[src/rtl/mul_div_unit.sv]
// Multi-cycle signed multiply (radix-2 Booth) / divide (restoring) unit.
// One iteration per clock, a sign-fix step, then a one-cycle done pulse.
module mul_div_unit #(
  parameter int WIDTH = 32
) (
  input  logic               clk,
  input  logic               clr,
  input  logic               start,
  input  logic               op,
  input  logic [WIDTH-1:0]   op_a,
  input  logic [WIDTH-1:0]   op_b,
  output logic               busy,
  output logic               done,
  output logic               div_by_zero,
  output logic [2*WIDTH-1:0] z_out
);

  localparam int CW = $clog2(WIDTH + 1);

  typedef enum logic [1:0] {
    IDLE,
    ITER,
    FIX,
    DONE
  } state_t;

  state_t             state_q;
  logic               op_q;
  logic               negA_q;
  logic               negB_q;
  logic               dbzPend_q;
  logic               busy_q;
  logic               done_q;
  logic               divZero_q;
  logic [CW-1:0]      cnt_q;
  logic [WIDTH:0]     hi_q;
  logic [WIDTH-1:0]   lo_q;
  logic [WIDTH-1:0]   m_q;
  logic               qm1_q;
  logic [2*WIDTH-1:0] z_q;

  logic [WIDTH-1:0]   absA;
  logic [WIDTH-1:0]   absB;
  logic [WIDTH:0]     mExt;
  logic [WIDTH:0]     boothSum;
  logic [WIDTH:0]     hiBooth_d;
  logic [WIDTH-1:0]   loBooth_d;
  logic               qm1Booth_d;
  logic [WIDTH:0]     remShift;
  logic [WIDTH:0]     remDiff;
  logic [WIDTH:0]     hiDiv_d;
  logic [WIDTH-1:0]   loDiv_d;
  logic [WIDTH-1:0]   quotFix;
  logic [WIDTH-1:0]   remFix;
  logic [2*WIDTH-1:0] result_d;

  assign absA = op_a[WIDTH-1] ? -op_a : op_a;
  assign absB = op_b[WIDTH-1] ? -op_b : op_b;

  // The Booth high half carries one guard bit so that subtracting a
  // multiplicand of -2^(WIDTH-1) cannot overflow.
  always_comb begin
    mExt     = {m_q[WIDTH-1], m_q};
    boothSum = hi_q;
    case ({lo_q[0], qm1_q})
      2'b01:   boothSum = hi_q + mExt;
      2'b10:   boothSum = hi_q - mExt;
      default: boothSum = hi_q;
    endcase
    hiBooth_d  = {boothSum[WIDTH], boothSum[WIDTH:1]};
    loBooth_d  = {boothSum[0], lo_q[WIDTH-1:1]};
    qm1Booth_d = lo_q[0];
  end

  always_comb begin
    remShift = {hi_q[WIDTH-1:0], lo_q[WIDTH-1]};
    remDiff  = remShift - {1'b0, m_q};
    hiDiv_d  = remShift;
    loDiv_d  = {lo_q[WIDTH-2:0], 1'b0};
    if (!remDiff[WIDTH]) begin
      hiDiv_d = remDiff;
      loDiv_d = {lo_q[WIDTH-2:0], 1'b1};
    end
  end

  always_comb begin
    quotFix  = (negA_q ^ negB_q) ? -lo_q : lo_q;
    remFix   = negA_q ? -hi_q[WIDTH-1:0] : hi_q[WIDTH-1:0];
    result_d = {hi_q[WIDTH-1:0], lo_q};
    if (dbzPend_q)
      result_d = {lo_q, {WIDTH{1'b1}}};
    else if (op_q)
      result_d = {remFix, quotFix};
  end

  always_ff @(posedge clk or negedge clr) begin
    if (!clr) begin
      state_q   <= IDLE;
      op_q      <= 1'b0;
      negA_q    <= 1'b0;
      negB_q    <= 1'b0;
      dbzPend_q <= 1'b0;
      busy_q    <= 1'b0;
      done_q    <= 1'b0;
      divZero_q <= 1'b0;
      cnt_q     <= '0;
      hi_q      <= '0;
      lo_q      <= '0;
      m_q       <= '0;
      qm1_q     <= 1'b0;
      z_q       <= '0;
    end else begin
      case (state_q)
        IDLE: begin
          if (start) begin
            op_q      <= op;
            negA_q    <= op_a[WIDTH-1];
            negB_q    <= op_b[WIDTH-1];
            divZero_q <= 1'b0;
            busy_q    <= 1'b1;
            cnt_q     <= '0;
            hi_q      <= '0;
            qm1_q     <= 1'b0;
            dbzPend_q <= 1'b0;
            if (op) begin
              m_q <= absB;
              if (op_b == '0) begin
                // Keep the raw dividend; it is reported as the high half.
                lo_q      <= op_a;
                dbzPend_q <= 1'b1;
                state_q   <= FIX;
              end else begin
                lo_q    <= absA;
                state_q <= ITER;
              end
            end else begin
              m_q     <= op_a;
              lo_q    <= op_b;
              state_q <= ITER;
            end
          end
        end
        ITER: begin
          if (op_q) begin
            hi_q <= hiDiv_d;
            lo_q <= loDiv_d;
          end else begin
            hi_q  <= hiBooth_d;
            lo_q  <= loBooth_d;
            qm1_q <= qm1Booth_d;
          end
          cnt_q <= cnt_q + 1'b1;
          if (cnt_q == CW'(WIDTH - 1))
            state_q <= FIX;
        end
        FIX: begin
          z_q       <= result_d;
          divZero_q <= dbzPend_q;
          busy_q    <= 1'b0;
          done_q    <= 1'b1;
          state_q   <= DONE;
        end
        DONE: begin
          done_q  <= 1'b0;
          state_q <= IDLE;
        end
        default: state_q <= IDLE;
      endcase
    end
  end

  assign busy        = busy_q;
  assign done        = done_q;
  assign div_by_zero = divZero_q;
  assign z_out       = z_q;

endmodule

[config.mk]
export PLATFORM = sky130hd
export DESIGN_NAME = mul_div_unit
export DESIGN_NICKNAME = d
export VERILOG_FILES = /design/src/rtl/mul_div_unit.sv
export SDC_FILE = /design/constraint.sdc
export NUM_CORES = 1
export LEC_CHECK = 0
export CORE_UTILIZATION = 40
export CTS_CLUSTER_DIAMETER = 60
export CTS_CLUSTER_SIZE = 10
export DETAILED_ROUTE_END_ITERATION = 6
export HOLD_SLACK_MARGIN = 0.12
export PLACE_DENSITY = 0.58
export SYNTH_ARGS = -nofsm -noshare
export SYNTH_HDL_FRONTEND = slang
export SYNTH_SLANG_ARGS = --single-unit
[constraint.sdc]
create_clock -name clk -period 5.1 [get_ports clk]
set_clock_uncertainty 0.1 [all_clocks]
set_input_delay 0.765 -clock clk [delete_from_list [all_inputs] [get_ports clk]]
set_output_delay 0.765 -clock clk [all_outputs]
set_load 0.05 [all_outputs]
Yosys cells after proc, flatten, opt, wreduce, memory -nomap -nowiden

Index checks and enable logic that the tools add are counted.

Register bits after elaboration: 177
Input port bits: 68
Logic and storage cells: 76

Add/sub/neg operators: 8
Eq/ne operators: 9
Multiplexer cells: 34
Bitwise gates (word level): 1
Reduce and logical (&&, ||, !) cells: 10

Operators by type and width:

| cell                  | count |
|---|---|
| $mux W32              | 9 |
| $pmux W33 S2          | 2 |
| $mux W64              | 2 |
| $neg A32 Y32          | 4 |
| $mux W33              | 3 |
| $pmux W32 S2          | 1 |
| $add A33 B33 Y33      | 1 |
| $sub A33 B32 Y33      | 1 |
| $sub A33 B33 Y33      | 1 |
| $logic_not A32 Y1     | 1 |
| $pmux W6 S2           | 1 |
| $mux W2               | 4 |
| $pmux W1 S2           | 4 |
| $pmux W2 S4           | 1 |
| $reduce_and A2 Y1     | 4 |
| $add A6 B1 Y6 const B | 1 |
| $eq A2 B2 Y1 const B  | 3 |
| $eq A6 B5 Y1 const B  | 1 |
| $mux W1               | 6 |
| $mux W6               | 1 |
| $ne A2 B2 Y1 const B  | 3 |
| $reduce_bool A2 Y1    | 3 |
| $eq A2 B1 Y1 const B  | 2 |
| $reduce_and A3 Y1     | 1 |
| other kinds (2)       | 2 |

Depth between registers and ports, before layout

Gate-level depths: netlist (run 1).

Word-level depth: 6
Mapped depth: 21

Least setup slack after synthesis (run 1)

No wires, ideal clock.

Path kind: reg2reg
Start point: register lo_q[31]
End point: register hi_q[20]
Setup time: 130 ps
Arrival: 4248 ps
Data required time: 4870 ps
Slack: 621 ps
Stages on the path, launching flop included: 21
Buffers on the path: 3
Path through: dfrtp_1 -> inv_1 -> ha_1 -> inv_1 -> fa_1 -> a21o_1 -> a221oi_1 -> o21ai_0 -> a211o_1 -> nand2_1 -> a41oi_1 -> o21ai_0 -> nand2b_1 -> a21o_1 -> ha_1 -> clkbuf_1 -> buf_1 -> clkbuf_1 -> o22ai_1 -> a22oi_1 -> o21ai_0

Word-level cells in the longest chain between the ends: 4

Ends and longest elaborated chain:

| element                | line | source |
|---|---|---|
| start, declared        | 37   | `logic [WIDTH-1:0] lo_q;` |
| start signal, assigned | 129  | `lo_q <= op_a;` |
| start signal, assigned | 133  | `lo_q <= absA;` |
| start signal, assigned | 138  | `lo_q <= op_b;` |
| $sub A33 B32 Y33       | 77   | `remDiff = remShift - {1'b0, m_q};` |
| $mux W33               | 80   | `if (!remDiff[WIDTH]) begin` |
| $mux W33               | 144  | `if (op_q) begin` |
| $pmux W33 S2           | 113  | `case (state_q)` |
| end signal, assigned   | 145  | `hi_q <= hiDiv_d;` |
| end signal, assigned   | 148  | `hi_q <= hiBooth_d;` |
| end, declared          | 36   | `logic [WIDTH:0] hi_q;` |

Every way passes these cells.
A chain may end at the register's enable or synchronous reset.

Worst setup path after layout (run 1)

Start point: register lo_q[31]
End point: register hi_q[17]

Same word-level chain as after synthesis.

==> key figures, run 1 <==
Floorplanning
  • Row cnt: 72
  • Die area: 0.0399 mm^2
  • Top Ports: 135
  • Die X-Extent: 200 um
  • Die Height: 200 um
  • Initial Util: 40.5%
  • CORE AREA: 0.0386 mm^2

Placement
  • Dpl cell area: 0.0175 mm^2
  • PortBufs: 134
  • Worst slack, placed: 0.232 ns
  • DP HPWL: 43700 um
  • GPL Wtd Cong: 0.993

Route
  • Pre-antenna DRT Iters: 6
  • WL/cell: 21.8 um
  • Final WL: 56800 um
  • DR iter-0 viols: 1429
  • Via density: 5.92
  • DR vias: 15400
  • DRT antenna net count: 0
  • Drt drc: 0

Setup path
  • Worst path top cell family by delay: compound AO/OA/AOI/OAI gates
  • Crit path arrival time: 4.97 ns
  • Crit-path cells: inv_1 -> ha_1 -> inv_1 -> fa_1 -> a21o_1 -> a221oi_2 -> o21ai_0 -> a211o_1 -> nand2_1 -> a41oi_1 -> o21ai_0 -> nand2b_1 -> a21o_1 -> ha_1 -> buf_4 -> clkinv_1 -> a21boi_0 -> o21ai_0 -> a32o_1
  • Critical Path Source Type: register
  • Crit-path max cell delay: 0.42 ns
  • Worst path required time: 5.34 ns
  • Worst-path maximum fanout: 10
  • Buffers plus inverters on the worst setup path: 4
  • Reg2Reg Depth: 19
  • Setup CP Type: register to register
  • Most used cell along the critical path: o21ai_0
  • Crit end category: register
  • Crit. path cell count: 19
  • Critical path's slowest cell: dfrtp_1

Timing
  • Fmax: 211 MHz
  • Setup TNS Final: 0 ns
  • Final setup viols: 0
  • Tcrit/Tclk final: 92.8%
  • Worst-Margin Slew: 1.22 ns
  • Worst setup margin: 0.367 ns
  • Hold Fails Final Rpt: 0
  • Fin crit period: 4.73 ns
  • Worst slew margin: 18.0%
  • RSZ-0062 raised after global routing: false
  • Fin. max-slew vios: 0

Run status
  • Status: finished clean

CTS
  • Clk slew on worst S/H paths: 0.07 ns
  • Clock tree buffer depth: 2
  • Root buf cell: clkbuf_16
  • CTS buffer count: 17
  • Num Clock Sinks: 177
  • Hold-fix buffers, CTS: 0
  • H-tree depth: 4
  • Post-CTS Setup Repair Bufs: 0
  • Skew-Pair Late Insertion Delay: 0.46 ns
  • CTS tree: done

Cells and area
  • Final instance area: 0.0181 mm^2
  • Number of diodes: 0
  • Layout cell share with drive strength beyond 1: 7.17%
  • Nets: 2224
  • Layout area overhead: 15.8%
  • Filler cell count in the final layout: 3864

Global route
  • Gr usage total: 28.7%
  • First-pass GRT wire length: 86500 um
  • Initial antenna violation count: 0
  • Vias in the first global route: 14300
  • Largest net degree at the start of global routing: 93
  • Overflow left after global routing: 0

Power
  • Pwr Total: 14.9 mW
  • Power Density: 821 mW/mm^2
  • Worst vdd ir: 432 uV
  • Leak: 7.54 nW

Synthesis
  • Count of warnings emitted by yosys: 0
  • Post-synthesis sequential area ratio: 28.3%
  • Syn Std Cell Area: 0.0156 mm^2
  • Number of distinct library cells after synthesis: 75
  • Syn Nets: 2159
  • Cells after Synth: 2013
  • Yosys reg bits: 177
  • Avg Cell Area, Syn: 7.77 um^2
  • Async SR Flop Fraction: 100%
  • Post-synth EDFFs: 0
  • Main flop type after synthesis: dfrtp_1

Run
  • Max-Cap Viols: 0

Worst hold path
  • Tightest Hold Check Type: input port to async pin
==> timing repair <==
action | in CTS | in global routing
setup endpoints to repair | 0 | 6
hold endpoints to repair | 0 | 0
gates resized for setup | 0 | 2
==> worst paths after layout <==
check	slack (ns)	start	to
hold reg to reg	0.41	z_out[40]$_DFFE_PN0P_	z_out[40]$_DFFE_PN0P_
hold / removal	0.28	clr	z_out[12]$_DFFE_PN0P_
setup reg to reg	0.37	lo_q[31]$_DFFE_PN0P_	hi_q[17]$_DFFE_PN0P_
max in group asynchronous	3.63	clr	hi_q[27]$_DFFE_PN0P_
setup / recovery	0.37	lo_q[31]$_DFFE_PN0P_	hi_q[17]$_DFFE_PN0P_
min in group clk	0.41	z_out[40]$_DFFE_PN0P_	z_out[40]$_DFFE_PN0P_
==> per-layer routing <==
metal / global-route usage [%] / share of wire, % / vias to the layer above
met1: 41.3 / 46 / 7463
met4: 9.87 / 3.0 / 0
met3: 3.23 / 5.9 / 72
met5: 0 / 0 / -
met2: 44.2 / 45 / 557
li1: - / - / 7346
==> power breakdown <==
group | switching (mW) | internal (mW) | leakage, nW
logic | 6.51 | 4.05 | 5.09
registers | 0.981 | 2.03 | 2.17
clock network | 0.665 | 0.642 | 0.272
==> flip-flops by register name, indices dropped and copies added, names as in the netlist <==
| signal | count |
|---|---|
| z_out | 64 |
| hi_q | 33 |
| lo_q | 32 |
| m_q | 32 |
| cnt_q | 6 |
| state_q | 2 |
| busy | 1 |
| dbzPend_q | 1 |
| div_by_zero | 1 |
| done | 1 |
| negA_q | 1 |
| negB_q | 1 |
| op_q | 1 |
| qm1_q | 1 |
==> area by class of cell <==
type	count	area, um^2	area share (%)
Inverter	69	259	1.43
Clock buffer	18	429	2.37
Multi-Input combinational cell	1627	10500	57.8
Tap cell	518	648	3.58
Clock inverter	14	126	0.698
Sequential cell	177	4430	24.5
Timing Repair Buffer	186	1750	9.68
==> synthesized netlist by cell type (all sizes together), types with 28 or more instances <==
cell type	count	area share, %
mux2i	43	2.8
mux2	40	2.9
o31ai	28	1.3
o21ai	254	8.2
nor2	167	4.0
clkbuf	119	2.9
inv	68	1.6
nand3	32	1.0
ha	76	6.1
xnor2	105	5.9
a21oi	198	6.3
nand2	220	5.3
xor2	96	5.4
dfrtp	177	28
nor3	35	1.1
==> through the flow <==
stage / util, % / instances / hold WS [ns]
after detailed placement: 45.4 / 2577 / 0.399
after CTS: 46.8 / 2609 / 0.324
final: 46.9 / 2609 / 0.282
after global routing: 46.9 / 2609 / 0.355
after floorplan: - / 2013 / 0.369
after global placement: 45.4 / 2577 / 0.389
==> cells by family (layout without fill, tap and decap cells) <==
logic type	after synthesis	in the layout	share of synthesized area (%)
xor+xnor	201	201	11.3
fa+ha+maj	78	78	6.33
compound gates	671	671	25.8
buf+inv	209	287	5.08
mux	83	83	5.63
flops	177	177	28.3
simple gates	594	594	17.6
==> cells in the final DEF (no fill, tap or decap), types with 16 or more instances in the layout <==
cell / netlist / layout
or4_1: 17 / 17
clkdlybuf4s50_1: 0 / 132
xnor2_1: 105 / 105
o21ai_0: 247 / 247
inv_1: 68 / 68
nand2b_1: 22 / 22
nor2_1: 166 / 166
ha_1: 76 / 74
buf_4: 0 / 50
a211oi_1: 16 / 16
o22ai_1: 16 / 16
nand3_1: 32 / 32
nand2_1: 220 / 219
mux2i_1: 43 / 43
dfrtp_1: 177 / 175
xor2_1: 96 / 96
or3_1: 22 / 22
a21o_1: 21 / 21
mux2_2: 40 / 40
o31ai_1: 28 / 28
clkbuf_16: 0 / 17
a21oi_1: 198 / 198
nor3_1: 35 / 35
a31oi_1: 17 / 16
No activity file was read; power rests on OpenSTA's default activity.
==> inputs of run 2 (changes only) <==
PLACE_DENSITY = 0.63   (was 0.58)
clock period = 4.2 ns   (was 5.1 ns; I/O delays follow)
==> run 2 against run 1 <==
Global-route usage is 0.23 points higher. First-iteration DRC count rose by 15%. Clock power rose by 25%. Non-clock buffer count up 91. Critical path type unchanged.
==> key figures, run 2 (synthesis gave the netlist of run 1 again) <==
Setup path
  • Worst R2R Start: lo_q[31]$_DFFE_PN0P_
  • Worst path required time: 4.45 ns (-0.89 ns)
  • Crit-path cells: inv_2 -> ha_2 -> inv_1 -> fa_2 -> a21o_1 -> a221oi_2 -> buf_4 -> o21ai_1 -> a211o_1 -> nand2_1 -> a41oi_2 -> o21ai_1 -> nand2b_1 -> a21o_1 -> ha_4 -> buf_8 -> buf_12 -> mux2i_1 -> nand2_1 -> a32o_1
  • Crit end category: register
  • Critical path's slowest cell: dfrtp_1
  • Worst-path maximum fanout: 6 (-4)
  • Crit. path cell count: 20 (+1)
  • Crit path arrival time: 4.40 ns (-0.57 ns)
  • Critical Path Source Type: register
  • Crit-path max cell delay: 0.39 ns (-0.03 ns)
  • Worst path top cell family by delay: compound AO/OA/AOI/OAI gates
  • FF-to-FF setup slack: 0.05 ns (-0.31 ns)
  • Reg2Reg Capture Point: hi_q[5]$_DFFE_PN0P_
  • Reg2Reg Depth: 20 (+1)
  • Buffers plus inverters on the worst setup path: 5 (+1)
  • Setup CP Type: register to register

Route
  • WL/cell: 21.5 um (-1.3%)
  • Via density: 5.98 (+1.0%)
  • Pre-antenna DRT Iters: 5 (-1)
  • Drt drc: 0 (unchanged)
  • DRT antenna net count: 0 (unchanged)
  • DR iter-0 viols: 1650 (+15%)
  • Final WL: 58000 um (+2.2%)
  • DR vias: 16100 (+4.5%)

Placement
  • DP HPWL: 44300 um (+1.5%)
  • Placed insts: 2658 (+3.1%)
  • PortBufs: 134 (unchanged)
  • Worst slack, placed: -0.105 ns (-0.338 ns)
  • GPL Wtd Cong: 1.01 (+2.1%)

Power
  • Net Sw Power: 10.2 mW (+25%)
  • Power Density: 1000 mW/mm^2 (+22%)
  • Sw frac: 53.5% (-1.3 points)
  • Pint: 8.86 mW (+32%)
  • Worst vdd ir: 438 uV (+1.4%)
  • Leak: 8.02 nW (+6.4%)
  • Comb pwr share: 72.6% (+1.6 points)
  • Clk network pwr share: 8.6% (-0.2 points)
  • Sequential share of power: 18.8% (-1.5 points)

CTS
  • Clock tree buffer depth: 2 (unchanged)
  • Clk slew on worst S/H paths: 0.09 ns (+0.02 ns)
  • CTS buffer count: 17 (unchanged)
  • H-tree depth: 4 (unchanged)
  • Root buf cell: clkbuf_16
  • CTS tree: done
  • Num Clock Sinks: 177 (unchanged)
  • Hold-fix buffers, CTS: 0 (unchanged)
  • Skew-Pair Late Insertion Delay: 0.47 ns (about the same)

Cells and area
  • Final Core Density: 49.1% (+2.2 points)
  • Layout cell share with drive strength beyond 1: 12.3% (+5.2 points)
  • Finished Layout Cells: 2700 (+3.5%)
  • Commonest non-fill, non-tap cell in the layout: o21ai_0
  • Nets: 2315 (+4.1%)
  • Number of diodes: 0 (unchanged)
  • Commonest non-fill, non-tap cells in the layout: o21ai_0, nand2_1, a21oi_1, dfrtp_1, nor2_1
  • Max FFs per register: 64 (unchanged)
  • Filler cell count in the final layout: 3766 (-2.5%)
  • Layout area overhead: 21.3%

Global route
  • Initial antenna violation count: 0 (unchanged)
  • Overflow left after global routing: 0 (unchanged)
  • Gr usage total: 28.9% (+0.23 points)
  • First-pass GRT wire length: 87900 um (+1.5%)
  • Largest net degree at the start of global routing: 86 (-7.5%)
  • Vias in the first global route: 15000 (+5.2%)

Timing
  • Worst slew margin: 21.9% (+3.9 points)
  • Final setup viols: 0 (unchanged)
  • RSZ-0062 raised after global routing: true
  • Worst-Margin Slew: 1.17 ns (-0.0583 ns)
  • Fin crit period: 4.15 ns (-0.586 ns)
  • Hold Fails Final Rpt: 0 (unchanged)
  • Tcrit/Tclk final: 98.8% (+5.9 points)
  • Setup TNS Final: 0 ns (unchanged)
  • Fmax: 241 MHz (+14%)
  • Worst setup margin: 0.0524 ns (-0.314 ns)
  • Fin. max-slew vios: 0 (unchanged)

Floorplanning
  • CORE AREA: 0.0386 mm^2 (unchanged)
  • Row cnt: 72 (unchanged)
  • Die X-Extent: 200 um (unchanged)
  • Die Height: 200 um (unchanged)
  • Top Ports: 135 (unchanged)
  • Initial Util: 40.5% (unchanged)
  • Die area: 0.0399 mm^2 (unchanged)

Run
  • Max-Cap Viols: 0 (unchanged)

Worst hold path
  • Tightest Hold Check Type: input port to async pin

Run status
  • Status: finished clean
==> run 2: cell type report <==
class                   count  area (um^2)  share of cell area [%]
inverters                  69          260                    1.37
flip-flops and latches    177         4440                    23.4
multi-input cells        1627        10600                    55.8
well taps                 518          648                    3.42
clock buffers              18          429                    2.26
repair buffers            277         2470                    13.0
clock inverters            14          139                   0.732
==> run 2: worst max path at each step <==
stage	from	end	slack (ns)
final	lo_q[31]$_DFFE_PN0P_	hi_q[5]$_DFFE_PN0P_	0.05
after global routing	m_q[1]$_DFFE_PN0P_	hi_q[26]$_DFFE_PN0P_	-0.07
after CTS	m_q[0]$_DFFE_PN0P_	hi_q[26]$_DFFE_PN0P_	0.02
after detailed placement	lo_q[31]$_DFFE_PN0P_	hi_q[17]$_DFFE_PN0P_	-0.11
after global placement	lo_q[31]$_DFFE_PN0P_	hi_q[10]$_DFFE_PN0P_	-0.04
after floorplan	lo_q[31]$_DFFE_PN0P_	hi_q[20]$_DFFE_PN0P_	0.0006
==> run 2: metrics by stage <==
step	hold WS [ns]	cell area, um^2	power (mW)
after floorplan	0.234	15600	12.4
after global placement	0.382	18100	16.6
after detailed placement	0.384	18100	16.7
after CTS	0.153	18700	18.5
after global routing	0.170	19000	20.3
final	0.107	19000	19.0
==> run 2: what timing repair did <==
item	in CTS	in global routing
cloned	0	1
setup buffers	0	9
setup endpoints to repair	20	30
gates resized for setup	5	38
pin swaps	0	24
==> run 2: power by group through the flow <==
stage / combinational (mW) / sequential (mW) / clock [mW]
4_1_cts: 13.3 / 3.51 / 1.66
3_3_place_gp: 13.1 / 3.51 / 0
3_5_place_dp: 13.2 / 3.54 / 0
5_1_grt: 15.0 / 3.66 / 1.71
6_report: 13.8 / 3.57 / 1.64
2_1_floorplan: 8.27 / 4.10 / 0
==> run 2: routing by layer <==
metal | up-vias | track usage, % | wire length (um) | share of wire (%)
li1 | 7550 | - | - | -
met1 | 7817 | 40.3 | 25800 | 44
met2 | 684 | 45.1 | 26100 | 45
met3 | 89 | 4.97 | 4540 | 7.8
met4 | 0 | 9.61 | 1670 | 2.9
met5 | - | 0 | 0 | 0
